===== config.mk =====
export PLATFORM = sky130hd
export DESIGN_NAME = xor_ff_toggle
export DESIGN_NICKNAME = d
export VERILOG_FILES = /design/src/rtl/xor_ff_toggle.sv
export SDC_FILE = /design/constraint.sdc
export NUM_CORES = 1
export LEC_CHECK = 0
export CORE_UTILIZATION = 30
export DETAILED_ROUTE_END_ITERATION = 10
export PLACE_DENSITY_LB_ADDON = 0.15
export SLEW_MARGIN = 40
export SYNTH_ARGS = -nofsm -noshare
export SYNTH_HDL_FRONTEND = slang
export SYNTH_SLANG_ARGS = --single-unit

===== constraint.sdc =====
create_clock -name clk -period 1.45 [get_ports clk]
set_input_delay 0.29 -clock clk [delete_from_list [all_inputs] [get_ports clk]]
set_output_delay 0.29 -clock clk [all_outputs]
set_load 0.1 [all_outputs]

===== src/rtl/xor_ff_toggle.sv =====
// xor_ff_toggle: registered XOR toggle flip-flop with change flag and saturating toggle counter
module xor_ff_toggle #(
    parameter int                 WIDTH       = 1,
    parameter logic [WIDTH-1:0]   RESET_VALUE = '0,
    parameter int                 CNT_W       = 8
) (
    input  logic [WIDTH-1:0] in,
    input  logic             clk,
    output logic [WIDTH-1:0] out,
    input  logic             rst,
    output logic             toggled,
    output logic [CNT_W-1:0] toggle_count
);
    logic [WIDTH-1:0] out_q, out_d;
    logic             toggled_q, toggled_d;
    logic [CNT_W-1:0] cnt_q, cnt_d;
    always_comb begin
        out_d     = out_q ^ in;
        toggled_d = |in;
        cnt_d     = (toggled_d && !(&cnt_q)) ? cnt_q + 1'b1 : cnt_q;
    end
    always_ff @(posedge clk) begin
        if (rst) begin
            out_q     <= RESET_VALUE;
            toggled_q <= 1'b0;
            cnt_q     <= '0;
        end else begin
            out_q     <= out_d;
            toggled_q <= toggled_d;
            cnt_q     <= cnt_d;
        end
    end
    assign out          = out_q;
    assign toggled      = toggled_q;
    assign toggle_count = cnt_q;
endmodule


Word level (Yosys, flattened, before mapping) --
Index checks and enable logic that the tools add are counted.
Storage, ports and cells: flip-flop bits (word level) 10, bits of input ports 3
Operators by class: $add $sub $neg 1, reduce and logical (&&, ||, !) cells 3, bitwise gates (word level) 1
Operators by type and width (count):
- adder 8 x 1 -> 8 bit (second input constant) | 1
- AND reduction 8 bit | 1
- logical AND 1 bit | 1
- zero test 1 bit | 1
- XOR 1 bit | 1

Depth between registers and ports, before layout --
Gate-level depths: netlist (run 1).
depth after elaboration 3, gate-level depth with buffers 5, gate-level depth less buffers 4

Worst setup path before layout (run 1) --
OpenSTA, ideal clock, no wires.
path kind reg-to-reg, start register cnt_q[0] (netlist: toggle_count[0]), end register cnt_q[0] (netlist: toggle_count[0]), slack -0.624 ns, cell stages (with the launch flop) 5, setup time 0.121 ns, arrival time 1.952 ns, buffers on the path 0, path through dfxtp_1 > ha_1 > and4_4 > a21boi_2 > mux2_4
Between the ends: longest elaborated chain between the ends 3
Ends and longest elaborated chain:
- start, declared | RTL line 16 | logic [CNT_W-1:0] cnt_q, cnt_d;
- start signal, assigned | RTL line 30 | cnt_q <= cnt_d;
- parallel branches: the longest is 3 deep, another holds adder 8 x 1 -> 8 bit
Parallel ways; which one is timed is not known. A chain may end at the register's enable or synchronous reset.

Final worst setup path (run 1) --
Same ends and word-level chain as after synthesis.

==> results.json, run 1 <==
{
  "synthCells": 52,
  "synth_area_leaders": "dfxtp_1 (39%), and4_4 (6.6%), buf_6 (4.4%), nor2b_1 (3.7%), a21oi_1 (2.9%)",
  "nNetsFinal": 75,
  "crit_path_start_kind": "register",
  "min_path_type": "register to register",
  "utilization_pct": 54.3,
  "critPathKind": "register to register",
  "viasPerCell": 5.05,
  "clk_pin_slew_ps": 70,
  "grt_pass1_wl_mm": 1.80,
  "r2r_slack_ps": 90,
  "yosys.area_share.simple_pct": 29.7,
  "fin_skew_ps": 4.33,
  "dp_hpwl_um": 790,
  "outcome": "finished clean",
  "synth_top_family_by_area": "simple AND/OR/NAND/NOR gates",
  "crit_path_top_delay_cell": "dfxtp_4",
  "drive_gt1_share_pct": 51.4,
  "ys_warn_count": 0,
  "die_y_um": 43.2,
  "start_util_pct": 33.0,
  "cts.path.max_buffers": 2,
  "numCtsBuffers": 3,
  "drt_wl_total_mm": 1.03,
  "holdBufCountCts": 0,
  "synth_xor_area_share_pct": 1.72,
  "postRouteAntennaNets": 0,
  "die-width_um": 43.2,
  "gr-total-overflow": 0,
  "critPathTopFamily": "flip-flops",
  "root_buffer": "clkbuf_4",
  "grt_setup_unrepaired": "no",
  "fp-row-count": 14,
  "min_period_ps": 1360,
  "vias": 434,
  "tightest_slew_ps": 217,
  "path_max_fanout": 5,
  "synth_seq_area_share_pct": 39.3,
  "worst-path-buf-inv": 0,
  "synth-seq-cells": 10,
  "grt_usage_pct": 13.5,
  "synth_compound_area_share_pct": 15.2,
  "synth_top_area_share_pct": 39.3,
  "portBuffers": 12,
  "num_antenna_cells": 0,
  "antenna_found_initial": 0,
  "synth_nets": 56,
  "syn_area_sq_um": 509,
  "period_share_pct": 93.6,
  "syn_to_final_growth_pct": 64.4,
  "core_area_sq_um": 1540,
  "pin_count": 13,
  "synth.avg_cell_area_sq_um": 9.79,
  "place_inst": 82,
  "maxSlewHeadroom_pct": 85.4,
  "power.density_nw_per_um2": 845,
  "synthAdderAreaFrac_pct": 2.46,
  "h-tree-depth": 1,
  "grt_pass1_vias": 417,
  "wl_per_cell_um": 12.0,
  "firstDrtPassIters": 3,
  "crit_path_max_incr_delay_ps": 370,
  "ir_worst_vdd_mv": 0.514,
  "worstPathCellList": "ha_4, and4_4, a21boi_2, mux2_4",
  "final_max_slew_viol_count": 0,
  "cp.arrival_ps": 1510,
  "cts.repair.resized": 0,
  "crit_path_end_kind": "register",
  "hold_viol": 0,
  "grt_max_degree": 9,
  "yosysUniqueCellTypes": 28,
  "cts_tree": "done",
  "holdWs_ps": 526,
  "insertion_delay_ps": 270,
  "finalNonFillerCells": 86,
  "gp_congestion": 0.780,
  "crit_required_ps": 1600,
  "maxCapViolations": 0,
  "drtIter0Drc": 1,
  "synth_top_area_cell": "dfxtp_1",
  "drc_errors": 0,
  "max_freq_mhz": 737,
  "setup_viol": 0,
  "cts_setup_buffers": 0,
  "clock_sinks": 10,
  "yosys-mux-area-fraction_pct": 4.91,
  "dieArea_sq_um": 1870,
  "p_leak_nw": 0.315,
  "total_power_uw": 707
}
[flip-flops by register name, indices dropped and copies added (netlist names)]
name and cells:
toggle_count 8, out 1, toggled 1
[stage by stage]
step / area, sq um / setup TNS [ps] / setup WS, ps
2_1_floorplan: 549 / -14.5 / -14.5
3_3_place_gp: 801 / 0 / 18.9
3_5_place_dp: 801 / 0 / 8.47
4_1_cts: 837 / 0 / 86.8
5_1_grt: 837 / 0 / 44.5
6_report: 837 / 0 / 92.7
[layout by cell type, fill, tap and decap left out, drive strengths merged, types with 3 or more instances in the layout]
| cell | n |
|---|---|
| clkbuf | 4 |
| and4 | 4 |
| dfxtp | 10 |
| nor2b | 3 |
| nor3 | 4 |
| a21oi | 4 |
| buf | 15 |
[logic make-up (layout without fill, tap and decap cells)]
kind of cell / Yosys count / count (layout)
compound gates: 10 / 10
xor+xnor: 1 / 1
fa+ha+maj: 1 / 1
buf+inv: 5 / 23
flops: 10 / 10
mux: 2 / 2
simple gates: 23 / 23
[cell type report]
type / count / area [sq um]
Fill cell: 140 / 704
Clock buffer: 4 / 36.3
Multi-Input combinational cell: 37 / 288
Inverter: 2 / 7.51
Tap cell: 16 / 20.0
Sequential cell: 10 / 228
Timing Repair Buffer: 17 / 258
[synth_stat cells, drive strengths merged]
master  number
a211oi       1
a21boi       1
a21oi        4
a311oi       1
a31oi        2
and2         1
and3         1
and4         4
buf          2
clkbuf       1
dfxtp       10
ha           1
inv          2
mux2         1
mux2i        1
nand2        1
nand2b       2
nand3        2
nand4        2
nor2         2
nor2b        3
nor3         4
nor4         1
o21bai       1
xnor2        1
[per-layer routing]
layer	GRT usage [%]	wire, um	vias up
met2	19.1	478	8
met1	17.4	510	196
li1	-	-	228
met4	10.9	9	0
met3	2.55	35	2
met5	0	0	-
[power by group]
| part | leakage, nW | switching [mW] | internal (mW) |
|---|---|---|---|
| combinational | 0.206 | 0.0940 | 0.0666 |
| clock | 0.0210 | 0.101 | 0.153 |
| sequential | 0.0874 | 0.0170 | 0.276 |
| total | 0.315 | 0.212 | 0.495 |
[worst register-to-register path: cells and delay by family, from the launching register on]
family	cells	cell delay, ps
AND/OR/NAND/NOR	1	210
adder cells (fa/ha/maj)	1	180
flip-flops	1	370
AO/OA/AOI/OAI	1	180
multiplexers	1	310
[final timing paths]
kind                   startpoint               to  depth (start not counted)
setup / recovery  toggle_count[0]  toggle_count[0]                          4
hold reg to reg   toggle_count[3]  toggle_count[3]                          1
hold / removal    toggle_count[3]  toggle_count[3]                          1
setup reg to reg  toggle_count[0]  toggle_count[0]                          4
Note: power is estimated with default switching activity, not from simulation.
==> run 2: changes to the inputs <==
CORE_AREA = 2 2 39 41   (was unset)
CORE_UTILIZATION = unset   (was 30)
DIE_AREA = 0 0 41 43   (was unset)
GPL_TIMING_DRIVEN = 0   (was unset)
==> run 2 against run 1 <==
Compared with the run above: core utilization is 6.2 points lower; largest power group unchanged; count of clock-buffer cells in the layout stayed put; fmax is 1.1% lower; first-iteration DRC count grew to 5.0 times the previous value; die area is 5.5% lower; cell area is 20% lower; highest routed layer unchanged; combinational power is 24% lower; final cell count is 3.5% lower; sequential cell count stayed put; worst setup slack worse by 15 ps; sequential power is 2% lower.
==> results.json, run 2 (synthesized netlist as in run 1, its figures left out) <==
{
  "max_freq_mhz": 729,
  "vias": 430,
  "pin_count": 13,
  "holdBufCountCts": 0,
  "root_buffer": "clkbuf_4",
  "start_util_pct": 36.8,
  "worstPathCellList": "clkdlybuf4s50_1, clkbuf_1, nor2_1, mux2_4",
  "busiest_layer": "met1",
  "gp_congestion": 0.761,
  "drc_errors": 0,
  "mostFrequentLayoutCells": "buf_2 (10), dfxtp_4 (7)",
  "dp_hpwl_um": 720,
  "critPathKind": "input pin to register",
  "setup_viol": 0,
  "cts_setup_buffers": 0,
  "die-width_um": 41,
  "critPathTopFamily": "buffers and inverters",
  "period_share_pct": 94.7,
  "grt_setup_unrepaired": "no",
  "drive_gt1_share_pct": 49.3,
  "tightest_slew_ps": 485,
  "met3_usage_pct": 4.71,
  "h-tree-depth": 1,
  "clk_pin_slew_ps": 70,
  "viasPerCell": 5.18,
  "fp-row-count": 14,
  "use_met2_pct": 16.9,
  "firstDrtPassIters": 2,
  "crit_path_top_delay_cell": "clkdlybuf4s50_1",
  "wl_per_cell_um": 11.5,
  "worst-path-buf-inv": 2,
  "final_max_slew_viol_count": 0,
  "gr-total-overflow": 0,
  "cts.path.max_buffers": 2,
  "utilization_pct": 48.1,
  "crit_path_start_kind": "input pin",
  "maxSlewHeadroom_pct": 67.7,
  "crit_required_ps": 1610,
  "crit_path_end_kind": "register",
  "min_period_ps": 1370,
  "grt_max_degree": 11,
  "met1_usage_pct": 18.8,
  "drt_wl_total_um": 956,
  "grt_pass1_wl_mm": 1.61,
  "dieArea_sq_um": 1760,
  "power.density_nw_per_um2": 994,
  "cts.repair.resized": 0,
  "outcome": "finished clean",
  "numCtsBuffers": 3,
  "nNetsFinal": 72,
  "path_max_fanout": 10,
  "num_antenna_cells": 0,
  "crit_path_max_incr_delay_ps": 490,
  "largest_reg_flops": 8,
  "grt_usage_pct": 13.7,
  "min_path_type": "input pin to register",
  "portBuffers": 11,
  "drtIter0Drc": 5,
  "die_y_um": 43,
  "cts_tree": "done",
  "maxCapViolations": 0,
  "hold_viol": 0,
  "postRouteAntennaNets": 0,
  "ir_worst_vdd_mv": 0.574,
  "holdWs_ps": 269,
  "insertion_delay_ps": 270,
  "fin_skew_ps": 2.98,
  "grt_pass1_vias": 359,
  "core_area_sq_um": 1380,
  "syn_to_final_growth_pct": 30.7,
  "final_common_cell": "buf_2",
  "antenna_found_initial": 0,
  "clock_sinks": 10,
  "cp.arrival_ps": 1530,
  "p_leak_nw": 0.269
}
## run 2: routing by layer
layer / vias to the layer above / part of all wire [%]
met1: 194 / 49
li1: 224 / -
met2: 10 / 45
met3: 2 / 4.1
met4: 0 / 2.0
met5: - / 0
## run 2: final timing paths
kind,startpoint,to,slack [ps],cells past startpoint
setup reg to reg,toggle_count[0],toggle_count[0],100,4
setup / recovery,rst,toggle_count[0],80,4
hold / removal,in,toggled,270,2
hold reg to reg,toggle_count[3],toggle_count[3],480,1
## run 2: layout make-up
class | count | area (sq um)
sequential | 10 | 228
timing repair buffer | 11 | 60.1
buffer | 3 | 26.3
inverter | 2 | 7.51
fill | 130 | 718
tap | 16 | 20.0
clock buffer | 4 | 36.3
multi-input combinational | 37 | 288
## run 2: per-stage QoR
step                instance area (sq um)  power (mW)  std cells  setup TNS (ps)  setup slack (ps)
finish                                666       0.662         83               0              77.4
global placement                      679       0.427         79           -3560              -336
floorplan                             549       0.398         52           -14.5             -14.5
global route                          666       0.698         83               0              39.2
CTS                                   666       0.672         83               0              78.1
detailed placement                    629       0.417         79            -372              -206
## run 2: power by group
part,internal [mW],leakage [nW],switching (mW)
Clock,0.153,0.0210,0.0990
Combinational,0.0302,0.161,0.0929
Sequential,0.276,0.0874,0.0112
Total,0.459,0.269,0.203
